--- config.mk ---
export PLATFORM = sky130hd
export DESIGN_NAME = chunked_serial_adder_flat
export DESIGN_NICKNAME = d
export VERILOG_FILES = /design/src/rtl/chunked_serial_adder_pkg.sv /design/src/rtl/chunked_serial_adder_if.sv /design/src/rtl/chunked_serial_adder_adder_slice.sv /design/src/rtl/chunked_serial_adder.sv /design/src/flat_wrapper.sv
export SDC_FILE = /design/constraint.sdc
export NUM_CORES = 1
export LEC_CHECK = 0
export BUFFER_PORTS_ARGS = -buffer_cell sky130_fd_sc_hd__buf_2
export CAP_MARGIN = 15
export CORE_ASPECT_RATIO = 0.9
export CORE_MARGIN = 2
export CORE_UTILIZATION = 48
export CTS_CLUSTER_SIZE = 30
export DETAILED_ROUTE_END_ITERATION = 8
export HOLD_SLACK_MARGIN = 0.03
export PLACE_DENSITY_LB_ADDON = 0.15
export SYNTH_ARGS = -nofsm -noshare
export SYNTH_HDL_FRONTEND = slang
export SYNTH_SLANG_ARGS = --single-unit
--- constraint.sdc ---
create_clock -name clk -period 1.7 [get_ports clk]
set_input_delay 0.34 -clock clk [delete_from_list [all_inputs] [get_ports clk]]
set_output_delay 0.34 -clock clk [all_outputs]
set_load 0.02 [all_outputs]
--- src/rtl/chunked_serial_adder_pkg.sv ---
// Shared definitions for the chunked serial adder: FSM state encoding and
// the helper that derives how many slice cycles one operation takes.
package chunked_serial_adder_pkg;

  typedef enum logic {
    IDLE = 1'b0,
    RUN  = 1'b1
  } state_t;

  // Number of CHUNK-wide slices needed to cover a WIDTH-bit operand.
  function automatic int nchunk(input int width, input int chunk);
    return width / chunk;
  endfunction

endpackage

--- src/rtl/chunked_serial_adder_if.sv ---
// Request/result bundle of the chunked serial adder. The master side issues
// operands and Start; the slave side (the adder) returns Busy/Done and results.
interface chunked_serial_adder_if #(
  parameter int WIDTH = 8
);
  logic             Start;
  logic             Sub;
  logic [WIDTH-1:0] A;
  logic [WIDTH-1:0] B;
  logic             CarryIN;
  logic             Busy;
  logic             Done;
  logic [WIDTH-1:0] Sum;
  logic             CarryOUT;
  logic             Overflow;

  modport master (
    output Start, Sub, A, B, CarryIN,
    input  Busy, Done, Sum, CarryOUT, Overflow
  );

  modport slave (
    input  Start, Sub, A, B, CarryIN,
    output Busy, Done, Sum, CarryOUT, Overflow
  );
endinterface

--- src/rtl/chunked_serial_adder_adder_slice.sv ---
// Combinational W-bit ripple slice. Besides the carry out it exposes the
// carry into the top bit so the caller can form the signed overflow flag.
module adder_slice #(
  parameter int W = 2
) (
  input  logic [W-1:0] A,
  input  logic [W-1:0] B,
  input  logic         CarryIN,
  output logic [W-1:0] Sum,
  output logic         CarryOUT,
  output logic         MsbCarry
);

  logic carry;

  // Ripple the carry bit by bit, capturing it just before the MSB is added.
  always_comb begin
    Sum      = '0;
    MsbCarry = 1'b0;
    carry    = CarryIN;
    for (int i = 0; i < W; i++) begin
      if (i == W - 1) begin
        MsbCarry = carry;
      end
      Sum[i] = A[i] ^ B[i] ^ carry;
      carry  = (A[i] & B[i]) | (carry & (A[i] ^ B[i]));
    end
    CarryOUT = carry;
  end

endmodule

--- src/rtl/chunked_serial_adder.sv ---
// Multi-cycle adder/subtractor: one CHUNK-wide slice is reused NCHUNK times,
// LSB chunk first, with the slice carry registered between cycles.
module chunked_serial_adder
  import chunked_serial_adder_pkg::*;
#(
  parameter int WIDTH = 8,
  parameter int CHUNK = 2
) (
  input logic                  clk,
  input logic                  reset,
  chunked_serial_adder_if.slave bus
);

  localparam int NCHUNK = nchunk(WIDTH, CHUNK);
  localparam int IDX_W  = $clog2(NCHUNK + 1);
  localparam logic [IDX_W-1:0] LAST_IDX = IDX_W'(NCHUNK - 1);

  state_t state;
  state_t state_next;

  logic [WIDTH-1:0] a_reg;
  logic [WIDTH-1:0] b_reg;
  logic [WIDTH-1:0] res_reg;
  logic [WIDTH-1:0] res_next;
  logic             carry_reg;
  logic [IDX_W-1:0] idx;

  logic [WIDTH-1:0] sum_reg;
  logic             cout_reg;
  logic             ovf_reg;
  logic             done_reg;

  logic [CHUNK-1:0] slice_sum;
  logic             slice_cout;
  logic             slice_msb_carry;
  logic             last_chunk;

  logic [WIDTH+CHUNK-1:0] shift_cat;

  adder_slice #(
    .W(CHUNK)
  ) u_slice (
    .A        (a_reg[CHUNK-1:0]),
    .B        (b_reg[CHUNK-1:0]),
    .CarryIN  (carry_reg),
    .Sum      (slice_sum),
    .CarryOUT (slice_cout),
    .MsbCarry (slice_msb_carry)
  );

  // The new slice result enters at the top; after NCHUNK shifts the first
  // chunk has reached bit 0, so the register holds the assembled result.
  assign shift_cat  = {slice_sum, res_reg};
  assign res_next   = shift_cat[WIDTH+CHUNK-1:CHUNK];
  assign last_chunk = (idx == LAST_IDX);

  // State register.
  always_ff @(posedge clk) begin
    if (reset) begin
      state <= IDLE;
    end else begin
      state <= state_next;
    end
  end

  // Next state: leave IDLE on Start, return after the final chunk.
  always_comb begin
    state_next = state;
    case (state)
      IDLE: if (bus.Start) state_next = RUN;
      RUN:  if (last_chunk) state_next = IDLE;
      default: state_next = IDLE;
    endcase
  end

  // Operand capture, per-chunk shifting and result publication.
  always_ff @(posedge clk) begin
    if (reset) begin
      a_reg     <= '0;
      b_reg     <= '0;
      res_reg   <= '0;
      carry_reg <= 1'b0;
      idx       <= '0;
      sum_reg   <= '0;
      cout_reg  <= 1'b0;
      ovf_reg   <= 1'b0;
      done_reg  <= 1'b0;
    end else begin
      done_reg <= 1'b0;
      case (state)
        IDLE: begin
          if (bus.Start) begin
            a_reg     <= bus.A;
            b_reg     <= bus.B ^ {WIDTH{bus.Sub}};
            carry_reg <= bus.Sub ? 1'b1 : bus.CarryIN;
            idx       <= '0;
          end
        end
        RUN: begin
          a_reg     <= a_reg >> CHUNK;
          b_reg     <= b_reg >> CHUNK;
          carry_reg <= slice_cout;
          res_reg   <= res_next;
          if (last_chunk) begin
            sum_reg  <= res_next;
            cout_reg <= slice_cout;
            ovf_reg  <= slice_msb_carry ^ slice_cout;
            done_reg <= 1'b1;
            idx      <= '0;
          end else begin
            idx <= idx + IDX_W'(1);
          end
        end
        default: ;
      endcase
    end
  end

  assign bus.Busy     = (state == RUN);
  assign bus.Done     = done_reg;
  assign bus.Sum      = sum_reg;
  assign bus.CarryOUT = cout_reg;
  assign bus.Overflow = ovf_reg;

endmodule

--- src/flat_wrapper.sv ---
// flat-port wrapper written by rule: the top's interface ports become plain ports
module chunked_serial_adder_flat import chunked_serial_adder_pkg::*;
#(
  parameter int WIDTH = 8,
  parameter int CHUNK = 2
)
  (clk, reset, bus_Start, bus_Sub, bus_A, bus_B, bus_CarryIN, bus_Busy, bus_Done, bus_Sum, bus_CarryOUT, bus_Overflow);
  chunked_serial_adder_if #(.WIDTH(WIDTH)) bus_i ();
  input logic clk;
  input logic reset;
  input wire logic [$bits(bus_i.Start)-1:0] bus_Start;
  input wire logic [$bits(bus_i.Sub)-1:0] bus_Sub;
  input wire logic [$bits(bus_i.A)-1:0] bus_A;
  input wire logic [$bits(bus_i.B)-1:0] bus_B;
  input wire logic [$bits(bus_i.CarryIN)-1:0] bus_CarryIN;
  output wire logic [$bits(bus_i.Busy)-1:0] bus_Busy;
  output wire logic [$bits(bus_i.Done)-1:0] bus_Done;
  output wire logic [$bits(bus_i.Sum)-1:0] bus_Sum;
  output wire logic [$bits(bus_i.CarryOUT)-1:0] bus_CarryOUT;
  output wire logic [$bits(bus_i.Overflow)-1:0] bus_Overflow;
  assign bus_i.Start = bus_Start;
  assign bus_i.Sub = bus_Sub;
  assign bus_i.A = bus_A;
  assign bus_i.B = bus_B;
  assign bus_i.CarryIN = bus_CarryIN;
  assign bus_Busy = bus_i.Busy;
  assign bus_Done = bus_i.Done;
  assign bus_Sum = bus_i.Sum;
  assign bus_CarryOUT = bus_i.CarryOUT;
  assign bus_Overflow = bus_i.Overflow;
  chunked_serial_adder #(.WIDTH(WIDTH), .CHUNK(CHUNK)) u_core (.clk(clk), .reset(reset), .bus(bus_i));
endmodule
==> results.toml, run 1 <==
[sta]
maxSlewHeadroom = 0.616
tightest_slew_ns = 0.576
rsz0062_at_grt = "false"
final-setup-viol-count = 0
hold_violations = 0
fin_crit_sh = 0.935
whs_ns = 0.295
fin_crit_ns = 1.59
slew_viol_final = 0
fmax_mhz = 629
finalClockSkew_ns = 0.00568

[worst_setup_path]
start_kind = "register"
criticalPathCategory = "register to register"
end_kind = "register"
r2r_start = "u_core.carry_reg$_SDFFE_PP0P_"
crit_family = "adder cells"
critPathLaunch = "u_core.carry_reg$_SDFFE_PP0P_"
worstPathRequired_ns = 1.88
critPathMostFrequentCell = "fa_2"
crit_arrival_ns = 1.77
worst-path-buf-inv = 1
crit_fanout = 2
slowest_stage = "fa_2"
slowest_delay_ns = 0.40
regToRegSetupSlack_ns = 0.11
path_cells = "inv_1 -> fa_2 -> fa_2 -> xor2_1 -> a22o_1"

[power_and_ir_drop]
ir_worst_vdd_mv = 0.677
pwr_density_cell_mw_per_mm2 = 993
power.leakage_nw = 0.819

[global_routing]
grt_overflow = 0
use_met1 = 0.222
grt_usage = 0.174
grt_pass1_wl_um = 5020
grt.met3_usage = 0.0688
grt.busiest_layer = "met2"
grt_pass1_vias = 1140
antenna_found_initial = 0
grt_max_degree = 31
use_met2 = 0.278

[synth]
synth-main-ff-cell = "dfxtp_1"
synth-seq-cells = 38
synth_edf_count = 0
syn-num-nets = 188
synth_cell_types = 31
synthArstFlopShare = 0
synthCells = 164
avgSynthCellArea_um2 = 9.78
ys_seq_area_frac = 0.474
yosys_warnings = 0
netlist_area_mm2 = 0.00160

[flow_run]
max_cap_viol_count = 0

[route]
routedWlPerCell_um = 12.7
ant_nets = 0
firstDrtPassIters = 4
drt_iter0_markers = 79
vias = 1227
vias_per_cell = 5.07
routed_wl_um = 3070
drc = 0

[min_path]
hp-start = "bus_A[7]"
min_path_type = "input port to register"

[placement]
port-buffer-count = 32
gp_congestion = 0.778
hpwl_um = 2190

[die]
core_mm2 = 0.00311
ioPinCount = 33
die_x_um = 64.9
fp.dieH_um = 58.8
row_count = 19
initial_core_util = 0.515
die-area_mm2 = 0.00382

[clock_network]
cts_sinks = 38
clockRootBuffer = "clkbuf_8"
cts_tree = "yes"
cts_buffers = 5
worstSkewPairLatency_ns = 0.29
htree_levels = 2
cts_max_path_buffers = 2
cts.clk_slew.worst_paths_ns = 0.07

[cells_and_area]
finish.utilization = 0.615
fin_nets = 223
drive_gt1_frac = 0.260
n_antenna_cell = 0
area_delta_synth_final_pct = 19.4

[run_status]
outcome = "finished clean"
[where the power goes]
group	total [mW]	internal (mW)	switching [mW]
registers	0.952	0.929	0.0230
clock network	0.729	0.431	0.298
logic	0.221	0.106	0.115
[worst paths after layout]
path	end	depth (start not counted)
max reg2reg	u_core.bus.Overflow$_SDFFE_PP0P_	5
max	u_core.bus.Overflow$_SDFFE_PP0P_	5
min reg2reg	u_core.b_reg[0]$_SDFFE_PP0P_	2
min	u_core.a_reg[7]$_SDFFE_PP0P_	3
[synth_stat cells, types with 2 or more instances]
master     instances  area share
buf_2              6       0.019
mux2i_1           12       0.075
a31oi_1            2      0.0078
fa_1               2       0.025
nor2b_1            7       0.027
nand2_1           12       0.028
nor3b_1            4       0.019
dfxtp_1           38        0.47
buf_6              2       0.014
a211o_1            6       0.033
o21ai_0            6       0.019
nor2_1            19       0.044
a21oi_1            5       0.016
a211oi_1           4       0.019
inv_1              6       0.014
o2bb2ai_1          3       0.016
nand2b_1           2      0.0078
xnor2_1            8       0.044
a22o_1             7       0.038
clkbuf_1           2      0.0047
[logic make-up after synthesis]
| logic type | after synthesis | share of synthesized area |
|---|---|---|
| compound gates | 36 | 0.164 |
| flops | 38 | 0.474 |
| mux | 13 | 0.0819 |
| xor+xnor | 9 | 0.0491 |
| buf+inv | 18 | 0.0593 |
| simple gates | 47 | 0.139 |
| fa+ha+maj | 3 | 0.0328 |
[tightest hold or removal path, delay by kind of cell]
kind                   cells  cell delay, ns
AND/OR/NAND/NOR            1            0.07
buffers and inverters      1            0.08
multiplexers               1            0.05
[cell type report]
type / count / area (um2)
Tap cell: 42 / 52.6
Fill cell: 292 / 1200
Clock inverter: 3 / 40.0
Multi-Input combinational cell: 108 / 753
Inverter: 7 / 27.5
Timing Repair Buffer: 39 / 213
Clock buffer: 5 / 68.8
Sequential cell: 38 / 761
[repair_timing]
| item | 4_1_cts | 5_1_grt |
|---|---|---|
| endpoints found under the setup margin | 1 | 1 |
| hold buffers | 0 | 0 |
| setup buffers | 0 | 0 |
| resized for setup | 1 | 1 |
[layout by cell type (no fill, tap or decap), types with 2 or more instances in the layout]
cell,netlist,routed
a211o_1,6,6
a211oi_1,4,4
a21oi_1,5,5
a22o_1,7,7
a31oi_1,2,2
buf_2,6,32
buf_4,1,7
clkbuf_8,0,5
clkinv_2,1,3
dfxtp_1,38,38
fa_2,0,2
inv_1,6,6
mux2i_1,12,12
nand2_1,12,12
nand2b_1,2,2
nor2_1,19,19
nor2b_1,7,7
nor3b_1,4,4
o21ai_0,6,6
o2bb2ai_1,3,3
xnor2_1,8,8
[layer usage]
metal	share of wire	wire length, um
met3	0.051	158
met4	0.0068	21
met2	0.45	1370
met1	0.49	1520
met5	0	0
[per-stage QoR]
stage	TNS (ns)	cells	power [mW]	instance area (um2)	setup slack, ns
floorplan	0	164	1.13	1600	0.0154
global placement	0	234	1.18	1800	0.0374
detailed placement	-0.00895	234	1.19	1800	-0.00895
CTS	0	242	1.92	1910	0.0383
global route	0	242	1.99	1920	0.0379
finish	0	242	1.90	1920	0.111
No activity file was read; power rests on OpenSTA's default activity.
==> inputs of run 2 (changes only) <==
--- a/config.mk
+++ b/config.mk
@@ -5,15 +5,16 @@
 export SDC_FILE = /design/constraint.sdc
 export NUM_CORES = 1
 export LEC_CHECK = 0
-export BUFFER_PORTS_ARGS = -buffer_cell sky130_fd_sc_hd__buf_2
 export CAP_MARGIN = 15
 export CORE_ASPECT_RATIO = 0.9
 export CORE_MARGIN = 2
-export CORE_UTILIZATION = 48
+export CORE_UTILIZATION = 60
 export CTS_CLUSTER_SIZE = 30
 export DETAILED_ROUTE_END_ITERATION = 8
+export DONT_BUFFER_PORTS = 1
 export HOLD_SLACK_MARGIN = 0.03
 export PLACE_DENSITY_LB_ADDON = 0.15
 export SYNTH_ARGS = -nofsm -noshare
 export SYNTH_HDL_FRONTEND = slang
+export SYNTH_HIERARCHICAL = 1
 export SYNTH_SLANG_ARGS = --single-unit
==> constraint.sdc (replaced) <==
create_clock -name clk -period 1.9 [get_ports clk]
set_input_delay 0.38 -clock clk [delete_from_list [all_inputs] [get_ports clk]]
set_output_delay 0.38 -clock clk [all_outputs]
set_load 0.02 [all_outputs]
==> run 2 against run 1 <==
Against the previous run:
- the run now ends with DRC left
- combinational power is 41% lower
- clock skew is 0.00093 ns higher
- critical path depth is 1 lower
- critical endpoint is now u_core/bus.Overflow$_SDFFE_PP0P_
- highest routed layer unchanged
==> results.toml, run 2 <==
[run_status]
outcome = "complete, but fails checks"
violations = "DRC"

[power_and_ir_drop]
ir_worst_vdd_mv = 0.418
pwr_density_cell_mw_per_mm2 = 861
power.leakage_nw = 0.621

[min_path]
hp-start = "reset"
min_path_type = "input port to register"
min_to = "u_core/a_reg[4]$_SDFFE_PP0P_"
hold_depth = 1

[sta]
fmax_mhz = 577
tightest_slew_ns = 0.441
hold_violations = 0
fin_crit_ns = 1.73
tns_ns = 0
slew_viol_final = 0
maxSlewHeadroom = 0.706
final-setup-viol-count = 0
finalClockSkew_ns = 0.00660
fin_crit_sh = 0.912
rsz0062_at_grt = "false"

[die]
fp.dieH_um = 53.5
die-area_mm2 = 0.00315
initial_core_util = 0.650
die_x_um = 58.9
row_count = 17
ioPinCount = 33
core_mm2 = 0.00251

[cells_and_area]
n_antenna_cell = 0
drive_gt1_frac = 0.0565
area_delta_synth_final_pct = 1.54
finish.utilization = 0.660
final_common_cell = "dfxtp_1"
layout_common_cells = "38 x dfxtp_1, 32 x nand2_1, 21 x nor2_1"
fin_nets = 200

[global_routing]
grt_pass1_vias = 1035
grt_pass1_wl_um = 4560
grt_max_degree = 36
grt_usage = 0.200
antenna_found_initial = 0
grt_overflow = 0

[route]
ant_nets = 0
drt_iter0_markers = 38
vias_per_cell = 5.63
drc = 3
firstDrtPassIters = 6
routedWlPerCell_um = 13.9
routed_wl_um = 2840
vias = 1155

[worst_setup_path]
rr_endpoint = "u_core/bus.Overflow$_SDFFE_PP0P_"
start_kind = "register"
end_kind = "register"
regToRegSetupSlack_ns = 0.17
r2r_start = "u_core/a_reg[0]$_SDFFE_PP0P_"
worstPathRequired_ns = 2.17
r2r_cells = 4
crit_fanout = 3
slowest_stage = "fa_1"
criticalPathCategory = "register to register"
crit_arrival_ns = 2.00
critPathMostFrequentCell = "fa_1"
path_cells = "fa_1 -> fa_1 -> xnor2_1 -> a211oi_1"
slowest_delay_ns = 0.47

[synth]
synth-seq-cells = 38
synth_mux_area_frac = 0.0860
synth_xor_area_frac = 0.0483
synthSimpleGateAreaFrac = 0.184
synth_fa_ha_area_frac = 0.0322
synth-main-ff-cell = "dfxtp_1"
synthCells = 180
avgSynthCellArea_um2 = 9.06
synth.top_cell.area_share = 0.467
synth_common_cells = "38 x dfxtp_1, 32 x nand2_1, 21 x nor2_1"
netlist_area_mm2 = 0.00163
synth_top_area_cell = "dfxtp_1"
synth_compound_gate_area_share = 0.126
ys_seq_area_frac = 0.467
syn-num-nets = 204
synthArstFlopShare = 0
synth_cell_types = 26
synth_top_family_by_area = "simple AND/OR/NAND/NOR gates"
yosys-top-cells-area = "dfxtp_1 47%, mux2i_1 8.6%, nand2_1 7.4%"
synth.most_common_cell = "dfxtp_1"
yosys_warnings = 6
synth_edf_count = 0

[clock_network]
htree_levels = 2
cts_buffers = 5
cts_resized = 0
cts.clk_slew.worst_paths_ns = 0.11
cts_sinks = 38
cts_max_path_buffers = 2
clockRootBuffer = "clkbuf_4"
postCtsHoldBufs = 0
worstSkewPairLatency_ns = 0.35
cts_setup_buffers = 0
cts_tree = "yes"

[placement]
hpwl_um = 1920
gp_congestion = 0.747
port-buffer-count = 0

[flow_run]
max_cap_viol_count = 0
run 2: changes by cell type after synthesis, sizes merged, moves of 2 or more:
cell,delta
nand2,+20
a21oi,+11
a22o,-7
inv,-5
o2bb2ai,-3
mux2i,+2
nor2,+2
run 2: layout make-up:
class,count,area [um2]
clock buffers,6,51.3
inverters,1,3.75
multi-input cells,128,777
repair buffers,2,15.0
fillers,228,855
clock inverters,2,12.5
well taps,28,35.0
flip-flops and latches,38,761
run 2: how the worst max path moves through the flow:
| stage | slack (ns) | depth (start not counted) | startpoint | end |
|---|---|---|---|---|
| 6_report | 0.17 | 4 | u_core/a_reg[0]$_SDFFE_PP0P_ | u_core/bus.Overflow$_SDFFE_PP0P_ |
| 4_1_cts | 0.15 | 4 | u_core/a_reg[0]$_SDFFE_PP0P_ | u_core/bus.Overflow$_SDFFE_PP0P_ |
| 3_5_place_dp | 0.17 | 4 | u_core/a_reg[0]$_SDFFE_PP0P_ | u_core/bus.Overflow$_SDFFE_PP0P_ |
| 2_1_floorplan | 0.29 | 4 | u_core/a_reg[0]$_SDFFE_PP0P_ | u_core/bus.Overflow$_SDFFE_PP0P_ |
| 3_3_place_gp | 0.26 | 4 | u_core/a_reg[0]$_SDFFE_PP0P_ | u_core/bus.Overflow$_SDFFE_PP0P_ |
| 5_1_grt | 0.07 | 4 | u_core/a_reg[0]$_SDFFE_PP0P_ | u_core/bus.Overflow$_SDFFE_PP0P_ |
run 2: logic make-up after synthesis:
| family | count (synthesis) |
|---|---|
| flops | 38 |
| compound gates | 34 |
| fa+ha+maj | 3 |
| xor+xnor | 9 |
| buf+inv | 14 |
| mux | 14 |
| simple gates | 68 |
run 2: worst max-delay path: cells and delay by family (launching register included):
kind                     cells  cell delay (ns)
adder cells (fa/ha/maj)      2             0.90
XOR/XNOR                     1             0.17
AO/OA/AOI/OAI                1             0.24
flip-flops                   1             0.34
run 2: power by group:
| part | internal (mW) | switching [mW] | total (mW) |
|---|---|---|---|
| sequential | 0.830 | 0.0207 | 0.851 |
| combinational | 0.0707 | 0.0608 | 0.131 |
| clock | 0.178 | 0.265 | 0.443 |
run 2: per-layer routing:
metal	vias up	GRT usage	share of wire
li1	591	-	-
met1	524	0.243	0.46
met2	33	0.317	0.46
met3	7	0.0782	0.061
met4	0	0.0795	0.015
met5	-	0	0
run 2: through the flow:
stage          power [mW]  worst slack [ns]  hold WS (ns)  cell area, um2  std cells
2_1_floorplan        1.01             0.291         0.431            1630        180
3_3_place_gp        0.995             0.262         0.431            1590        197
3_5_place_dp         1.00             0.171         0.442            1590        197
4_1_cts              1.44             0.150        0.0733            1660        205
5_1_grt              1.49            0.0726        0.0542            1660        205
6_report             1.43             0.167        0.0849            1660        205
